==> src/rtl/cipher_uut_driver_pkg.sv <==
// Shared types and default widths for the cipher UUT driver slice.
package cipher_uut_driver_pkg;

  localparam int unsigned DEF_BLOCK_W = 64;
  localparam int unsigned DEF_KEY_W   = 80;
  localparam int unsigned DEF_CNT_W   = 32;
  localparam int unsigned RUNS_W      = 16;

  typedef enum logic [2:0] {
    ST_IDLE,
    ST_UUT_RST,
    ST_RUN,
    ST_CAPTURE,
    ST_DONE
  } state_e;

  // A request for zero runs still performs one run.
  function automatic logic [RUNS_W-1:0] runs_norm(input logic [RUNS_W-1:0] r);
    return (r == '0) ? RUNS_W'(1) : r;
  endfunction

endpackage

==> src/rtl/cipher_uut_driver_if.sv <==
// Host-side and UUT-side signal bundle of the cipher UUT driver.
interface cipher_uut_driver_if #(
  parameter int unsigned BLOCK_W = cipher_uut_driver_pkg::DEF_BLOCK_W,
  parameter int unsigned KEY_W   = cipher_uut_driver_pkg::DEF_KEY_W,
  parameter int unsigned CNT_W   = cipher_uut_driver_pkg::DEF_CNT_W
) ();

  logic               start_i;
  logic               encdec_i;
  logic               chain_i;
  logic [15:0]        runs_i;
  logic [BLOCK_W-1:0] block_i;
  logic [KEY_W-1:0]   key_i;
  logic               busy_o;
  logic               done_o;
  logic               timeout_o;
  logic [BLOCK_W-1:0] block_o;
  logic [CNT_W-1:0]   cycles_o;
  logic               rst_uut_o;
  logic               encdec_uut_o;
  logic [BLOCK_W-1:0] block_uut_o;
  logic [KEY_W-1:0]   key_uut_o;
  logic [BLOCK_W-1:0] block_uut_i;
  logic               end_uut_i;

  modport master (
    output start_i, encdec_i, chain_i, runs_i, block_i, key_i,
    input  busy_o, done_o, timeout_o, block_o, cycles_o,
    input  rst_uut_o, encdec_uut_o, block_uut_o, key_uut_o,
    output block_uut_i, end_uut_i
  );

  modport slave (
    input  start_i, encdec_i, chain_i, runs_i, block_i, key_i,
    output busy_o, done_o, timeout_o, block_o, cycles_o,
    output rst_uut_o, encdec_uut_o, block_uut_o, key_uut_o,
    input  block_uut_i, end_uut_i
  );

endinterface

==> src/rtl/uut_cycle_counter.sv <==
// Accumulated RUN-cycle counter (saturating) plus per-run timeout detection.
module uut_cycle_counter #(
  parameter int unsigned CNT_W          = 32,
  parameter int unsigned TIMEOUT_CYCLES = 100000
) (
  input  logic             clk,
  input  logic             rst,
  input  logic             clear_total,
  input  logic             clear_run,
  input  logic             en,
  output logic [CNT_W-1:0] total,
  output logic             timeout_c
);

  localparam int unsigned RUN_W = $clog2(TIMEOUT_CYCLES + 1);

  logic [RUN_W-1:0] run_cnt_q;

  always_ff @(posedge clk or negedge rst) begin
    if (!rst) begin
      total     <= '0;
      run_cnt_q <= '0;
    end else begin
      if (clear_total)
        total <= '0;
      else if (en && (total != '1))
        total <= total + CNT_W'(1);
      if (clear_run)
        run_cnt_q <= '0;
      else if (en && (run_cnt_q != RUN_W'(TIMEOUT_CYCLES)))
        run_cnt_q <= run_cnt_q + RUN_W'(1);
    end
  end

  // Fires in the RUN cycle that would complete the allowed budget.
  assign timeout_c = en && (run_cnt_q == RUN_W'(TIMEOUT_CYCLES - 1));

endmodule

==> src/rtl/cipher_uut_driver.sv <==
// Drives a cipher UUT through repeated reset/run/capture sequences and times each run.
module cipher_uut_driver
  import cipher_uut_driver_pkg::*;
#(
  parameter int unsigned BLOCK_W        = DEF_BLOCK_W,
  parameter int unsigned KEY_W          = DEF_KEY_W,
  parameter int unsigned CNT_W          = DEF_CNT_W,
  parameter int unsigned RST_CYCLES     = 4,
  parameter int unsigned TIMEOUT_CYCLES = 100000
) (
  input  logic              clk,
  input  logic              rst,
  cipher_uut_driver_if.slave bus
);

  localparam int unsigned RST_CNT_W = $clog2(RST_CYCLES + 1);

  state_e                state_q, state_d;
  logic [BLOCK_W-1:0]    blk_lat_q, blk_lat_d;
  logic [BLOCK_W-1:0]    block_o_q, block_o_d;
  logic [BLOCK_W-1:0]    block_uut_q, block_uut_d;
  logic [KEY_W-1:0]      key_q, key_d;
  logic                  encdec_q, encdec_d;
  logic                  chain_q, chain_d;
  logic                  timeout_q, timeout_d;
  logic [RUNS_W-1:0]     runs_left_q, runs_left_d;
  logic [RST_CNT_W-1:0]  rst_cnt_q, rst_cnt_d;
  logic                  busy_q, done_q, rst_uut_q;
  logic                  clear_total_c, clear_run_c, run_en_c, timeout_c;
  logic [CNT_W-1:0]      cycles;

  uut_cycle_counter #(
    .CNT_W          (CNT_W),
    .TIMEOUT_CYCLES (TIMEOUT_CYCLES)
  ) u_cnt (
    .clk         (clk),
    .rst         (rst),
    .clear_total (clear_total_c),
    .clear_run   (clear_run_c),
    .en          (run_en_c),
    .total       (cycles),
    .timeout_c   (timeout_c)
  );

  assign clear_total_c = (state_q == ST_IDLE) && bus.start_i;
  assign clear_run_c   = (state_q == ST_UUT_RST);
  assign run_en_c      = (state_q == ST_RUN);

  // Next-state and datapath updates.
  always_comb begin
    state_d     = state_q;
    blk_lat_d   = blk_lat_q;
    block_o_d   = block_o_q;
    block_uut_d = block_uut_q;
    key_d       = key_q;
    encdec_d    = encdec_q;
    chain_d     = chain_q;
    timeout_d   = timeout_q;
    runs_left_d = runs_left_q;
    rst_cnt_d   = rst_cnt_q;
    unique case (state_q)
      ST_IDLE: begin
        if (bus.start_i) begin
          blk_lat_d   = bus.block_i;
          block_uut_d = bus.block_i;
          key_d       = bus.key_i;
          encdec_d    = bus.encdec_i;
          chain_d     = bus.chain_i;
          runs_left_d = runs_norm(bus.runs_i);
          timeout_d   = 1'b0;
          rst_cnt_d   = '0;
          state_d     = ST_UUT_RST;
        end
      end
      ST_UUT_RST: begin
        if (rst_cnt_q == RST_CNT_W'(RST_CYCLES - 1))
          state_d = ST_RUN;
        else
          rst_cnt_d = rst_cnt_q + RST_CNT_W'(1);
      end
      ST_RUN: begin
        if (bus.end_uut_i) begin
          state_d = ST_CAPTURE;
        end else if (timeout_c) begin
          timeout_d = 1'b1;
          state_d   = ST_DONE;
        end
      end
      ST_CAPTURE: begin
        block_o_d   = bus.block_uut_i;
        runs_left_d = runs_left_q - RUNS_W'(1);
        if (runs_left_q == RUNS_W'(1)) begin
          state_d = ST_DONE;
        end else begin
          block_uut_d = chain_q ? bus.block_uut_i : blk_lat_q;
          rst_cnt_d   = '0;
          state_d     = ST_UUT_RST;
        end
      end
      ST_DONE: state_d = ST_IDLE;
      default: state_d = ST_IDLE;
    endcase
  end

  // Status outputs are registered from the next state so they align with it.
  always_ff @(posedge clk or negedge rst) begin
    if (!rst) begin
      state_q     <= ST_IDLE;
      blk_lat_q   <= '0;
      block_o_q   <= '0;
      block_uut_q <= '0;
      key_q       <= '0;
      encdec_q    <= 1'b0;
      chain_q     <= 1'b0;
      timeout_q   <= 1'b0;
      runs_left_q <= '0;
      rst_cnt_q   <= '0;
      busy_q      <= 1'b0;
      done_q      <= 1'b0;
      rst_uut_q   <= 1'b1;
    end else begin
      state_q     <= state_d;
      blk_lat_q   <= blk_lat_d;
      block_o_q   <= block_o_d;
      block_uut_q <= block_uut_d;
      key_q       <= key_d;
      encdec_q    <= encdec_d;
      chain_q     <= chain_d;
      timeout_q   <= timeout_d;
      runs_left_q <= runs_left_d;
      rst_cnt_q   <= rst_cnt_d;
      busy_q      <= (state_d != ST_IDLE);
      done_q      <= (state_d == ST_DONE);
      rst_uut_q   <= (state_d != ST_RUN) && (state_d != ST_CAPTURE);
    end
  end

  assign bus.busy_o       = busy_q;
  assign bus.done_o       = done_q;
  assign bus.timeout_o    = timeout_q;
  assign bus.block_o      = block_o_q;
  assign bus.cycles_o     = cycles;
  assign bus.rst_uut_o    = rst_uut_q;
  assign bus.encdec_uut_o = encdec_q;
  assign bus.block_uut_o  = block_uut_q;
  assign bus.key_uut_o    = key_q;

endmodule
==> src/flat_wrapper.sv <==
// flat-port wrapper written by rule: the top's interface ports become plain ports
module cipher_uut_driver_flat import cipher_uut_driver_pkg::*;
#(
  parameter int unsigned BLOCK_W        = DEF_BLOCK_W,
  parameter int unsigned KEY_W          = DEF_KEY_W,
  parameter int unsigned CNT_W          = DEF_CNT_W,
  parameter int unsigned RST_CYCLES     = 4,
  parameter int unsigned TIMEOUT_CYCLES = 100000
)
  (clk, rst, bus_start_i, bus_encdec_i, bus_chain_i, bus_runs_i, bus_block_i, bus_key_i, bus_busy_o, bus_done_o, bus_timeout_o, bus_block_o, bus_cycles_o, bus_rst_uut_o, bus_encdec_uut_o, bus_block_uut_o, bus_key_uut_o, bus_block_uut_i, bus_end_uut_i);
  cipher_uut_driver_if #(.BLOCK_W(BLOCK_W), .KEY_W(KEY_W), .CNT_W(CNT_W)) bus_i ();
  input  logic clk;
  input  logic rst;
  input wire logic [$bits(bus_i.start_i)-1:0] bus_start_i;
  input wire logic [$bits(bus_i.encdec_i)-1:0] bus_encdec_i;
  input wire logic [$bits(bus_i.chain_i)-1:0] bus_chain_i;
  input wire logic [$bits(bus_i.runs_i)-1:0] bus_runs_i;
  input wire logic [$bits(bus_i.block_i)-1:0] bus_block_i;
  input wire logic [$bits(bus_i.key_i)-1:0] bus_key_i;
  output wire logic [$bits(bus_i.busy_o)-1:0] bus_busy_o;
  output wire logic [$bits(bus_i.done_o)-1:0] bus_done_o;
  output wire logic [$bits(bus_i.timeout_o)-1:0] bus_timeout_o;
  output wire logic [$bits(bus_i.block_o)-1:0] bus_block_o;
  output wire logic [$bits(bus_i.cycles_o)-1:0] bus_cycles_o;
  output wire logic [$bits(bus_i.rst_uut_o)-1:0] bus_rst_uut_o;
  output wire logic [$bits(bus_i.encdec_uut_o)-1:0] bus_encdec_uut_o;
  output wire logic [$bits(bus_i.block_uut_o)-1:0] bus_block_uut_o;
  output wire logic [$bits(bus_i.key_uut_o)-1:0] bus_key_uut_o;
  input wire logic [$bits(bus_i.block_uut_i)-1:0] bus_block_uut_i;
  input wire logic [$bits(bus_i.end_uut_i)-1:0] bus_end_uut_i;
  assign bus_i.start_i = bus_start_i;
  assign bus_i.encdec_i = bus_encdec_i;
  assign bus_i.chain_i = bus_chain_i;
  assign bus_i.runs_i = bus_runs_i;
  assign bus_i.block_i = bus_block_i;
  assign bus_i.key_i = bus_key_i;
  assign bus_busy_o = bus_i.busy_o;
  assign bus_done_o = bus_i.done_o;
  assign bus_timeout_o = bus_i.timeout_o;
  assign bus_block_o = bus_i.block_o;
  assign bus_cycles_o = bus_i.cycles_o;
  assign bus_rst_uut_o = bus_i.rst_uut_o;
  assign bus_encdec_uut_o = bus_i.encdec_uut_o;
  assign bus_block_uut_o = bus_i.block_uut_o;
  assign bus_key_uut_o = bus_i.key_uut_o;
  assign bus_i.block_uut_i = bus_block_uut_i;
  assign bus_i.end_uut_i = bus_end_uut_i;
  cipher_uut_driver #(.BLOCK_W(BLOCK_W), .KEY_W(KEY_W), .CNT_W(CNT_W), .RST_CYCLES(RST_CYCLES), .TIMEOUT_CYCLES(TIMEOUT_CYCLES)) u_core (.clk(clk), .rst(rst), .bus(bus_i));
endmodule
==> config.mk <==
export PLATFORM = sky130hd
export DESIGN_NAME = cipher_uut_driver_flat
export DESIGN_NICKNAME = d
export VERILOG_FILES = /design/src/rtl/cipher_uut_driver_pkg.sv /design/src/rtl/cipher_uut_driver_if.sv /design/src/rtl/uut_cycle_counter.sv /design/src/rtl/cipher_uut_driver.sv /design/src/flat_wrapper.sv
export SDC_FILE = /design/constraint.sdc
export NUM_CORES = 1
export LEC_CHECK = 0
export BUFFER_PORTS_ARGS = -buffer_cell sky130_fd_sc_hd__buf_4
export CAP_MARGIN = 25
export CORE_MARGIN = 8
export CORE_UTILIZATION = 40
export DETAILED_ROUTE_END_ITERATION = 6
export MAX_ROUTING_LAYER = met4
export SYNTH_ARGS = -nofsm -noshare
export SYNTH_HDL_FRONTEND = slang
export SYNTH_SLANG_ARGS = --single-unit
==> constraint.sdc <==
create_clock -name clk -period 4 [get_ports clk]
set_input_delay 0.6 -clock clk [delete_from_list [all_inputs] [get_ports clk]]
set_output_delay 0.6 -clock clk [all_outputs]
set_load 0.1 [all_outputs]
==> key figures <==
Outcome
  – Status: completed

Floorplanning
  – DIE WIDTH: 211.2 um
  – Initial Util: 0.4058
  – Core area: 37,580 sq um
  – Height of the die: 211.2 um
  – Top Ports: 475
  – Row cnt: 71
  – Die Footprint: 44,620 sq um

Logic synthesis
  – Sequential share of the synthesized area: 0.5728
  – Yosys reg bits: 349
  – Post-Syn Instances: 1,605
  – Most used flip-flop cell after synthesis: dfrtp_1
  – Mapped cell area: 15,250 sq um
  – Distinct cells, synth: 68
  – Total nets after synthesis: 1,842
  – Syn_area_per_cell: 9.501 sq um
  – Synth warn: 0
  – Ys async rst share: 1.000
  – Post-synth EDFFs: 0

Layout
  – Cell Count, Final, Fillers Out: 2,596
  – Area of the multi-input gates: 6126 sq um
  – Reg area: 8738 sq um
  – Final nets: 2,287
  – Most common cell after layout, fill and taps aside: nand2_1
  – Share of post-route cells with drive strength above 1: 0.2806
  – Area added between synthesis and finish: 35.63%
  – # fillers: 3,376
  – Post-layout util: 0.5504
  – Most frequent cells in the layout: nand2_1 (738), buf_4 (491), dfrtp_1 (347)

Global routing
  – GR Util met1: 0.2788
  – Largest net degree at the start of global routing: 190
  – Number of global-route vias before repair: 13,430
  – GR met2 Demand/Resource: 0.3724
  – Met3 Use GR: 0.07226
  – Grt total ovfl: 0
  – GRT Total Usage: 0.2329
  – First-pass GRT wire length: 79,470 um
  – Gr busiest metal: met2
  – Initial antenna violation count: 4

STA
  – Setup violations, final: 0
  – Final setup slack of the worst path: 1.279 ns
  – Setup_tns: 0 ns
  – Fin. max-slew vios: 0
  – Relative slew slack: 0.2107
  – Worst Tran Pin Value: 1.184 ns
  – Setup Skew: 0.01877 ns
  – Final min period: 2.721 ns
  – Fin crit share: 0.6803
  – Fmax: 0.3675 GHz
  – Unrepaired setup endpoints after global routing: false
  – Final Hold Viols: 0

CTS
  – CTS tree: done
  – Sink Count: 349
  – Resized Gates After CTS: 0
  – Reg clk slew, reported paths: 0.06 ns
  – Post-CTS Setup Inserts: 0
  – CTS buffer count: 40
  – Hold_buf cts: 0
  – Clock root cell: clkbuf_16
  – Clock Latency Late Sink: 0.54 ns
  – H-tree depth: 2
  – Max clock buf depth: 3

Placement
  – Final RePlAce weighted congestion: 0.8420
  – Worst slack at placement: 1.161 ns
  – Final HPWL DP: 36,850 um
  – Port bufs: 474
  – Dpl cells: 2,519

Route
  – Remaining DRCs: 0
  – Antenna Nets Post-Route: 0
  – First DRT Iteration DRCs: 792
  – Vias per cell: 5.114
  – First drt pass iteration count: 7
  – Routed wire length: 51,640 um
  – Avg WL per Cell: 19.89 um
  – Via count: 13,280

Worst setup path
  – WP data arrival: 3.13 ns
  – Worst Setup Start Kind: flop
  – CP Class: reg2reg
  – R2R Path Start: u_core.state_q[0]
  – CP Data Required Time: 4.41 ns
  – Worst setup EP type: flop
  – CP startpoint: u_core.state_q[0]
  – Critical Path Fanout Max: 189

Hold path
  – Worst Hold Class: in2async

Job
  – Max Cap Violations: 0
-- routing by layer --
layer	share of wire	wire (um)
met5	0	0
met4	0.027	1418
met3	0.084	4328
met2	0.48	24910
met1	0.41	20980
-- Yosys cell counts (all sizes together) (10+ instances only) --
| cell | count | area, sq um |
|---|---|---|
| mux2i | 72 | 720.7 |
| clkbuf | 75 | 281.5 |
| o31ai | 13 | 97.59 |
| nor4 | 11 | 90.08 |
| buf | 20 | 102.6 |
| or3 | 13 | 87.59 |
| a21oi | 24 | 120.1 |
| nand3 | 32 | 165.2 |
| o21ai | 12 | 60.06 |
| inv | 10 | 37.54 |
| nor2 | 39 | 146.4 |
| nand4 | 17 | 112.6 |
| or4 | 17 | 135.1 |
| xor2 | 14 | 122.6 |
| dfrtp | 348 | 8708 |
| nand2 | 738 | 2770 |
| o221a | 64 | 720.7 |
-- cell type report --
cell class / count / area share
flip-flops and latches: 349 / 0.4225
multi-input cells: 1151 / 0.2962
repair buffers: 498 / 0.1848
clock buffers: 61 / 0.05760
well taps: 511 / 0.03092
clock inverters: 12 / 0.005687
inverters: 10 / 0.001815
diodes: 4 / 0.0004840
-- metrics by stage --
stage	hold slack, ns	area (sq um)
6_report	0.08985	20680
5_1_grt	0.1479	20680
2_1_floorplan	0.3044	15250
3_3_place_gp	0.4565	19360
3_5_place_dp	0.4609	19360
4_1_cts	0.1002	20670
-- sequential cells by signal, indices dropped and copies added (netlist names) --
name and count:
u_core.bus.done_o 1, u_core.rst_cnt_q 3, u_core.state_q 3, u_core.chain_q 1, u_core.u_cnt.total 32, u_core.u_cnt.run_cnt_q 17, u_core.bus.encdec_uut_o 1, u_core.blk_lat_q 64
u_core.bus.block_uut_o 64, u_core.bus.key_uut_o 80, u_core.bus.rst_uut_o 1, u_core.bus.busy_o 1, u_core.runs_left_q 16, u_core.bus.block_o 64, u_core.bus.timeout_o 1
-- kinds of logic (layout without fill, tap and decap cells) --
logic type	after synthesis	after routing	synth area share
AO/OA/AOI/OAI	144	144	0.08321
XOR/XNOR	18	18	0.01034
adder cells (fa/ha/maj)	7	7	0.005744
buffers and inverters	105	581	0.02765
flip-flops	349	349	0.5728
multiplexers	73	73	0.04800
other	0	4	0
AND/OR/NAND/NOR	909	909	0.2522
-- final timing paths --
check / endpoint / slack (ns) / depth (start not counted)
setup reg to reg: u_core.bus.block_uut_o[61] / 1.28 / 3
max in group asynchronous: u_core.bus.rst_uut_o / 3.02 / 2
min in group clk: u_core.bus.key_uut_o[9] / 0.25 / 3
hold / removal: u_core.u_cnt.total[28] / 0.09 / 1
hold reg to reg: u_core.blk_lat_q[8] / 0.47 / 2
setup / recovery: u_core.bus.block_uut_o[61] / 1.28 / 3
-- worst max-delay path, stage by stage, from the launching register on --
cell and delay (ns):
dfrtp_1 0.51, or4b_4 0.85, buf_12 0.30, o221a_1 0.54
Power is left out: the tool's default activity adds up to more than one toggle a clock period on the data nets, which glitch-free logic cannot reach.
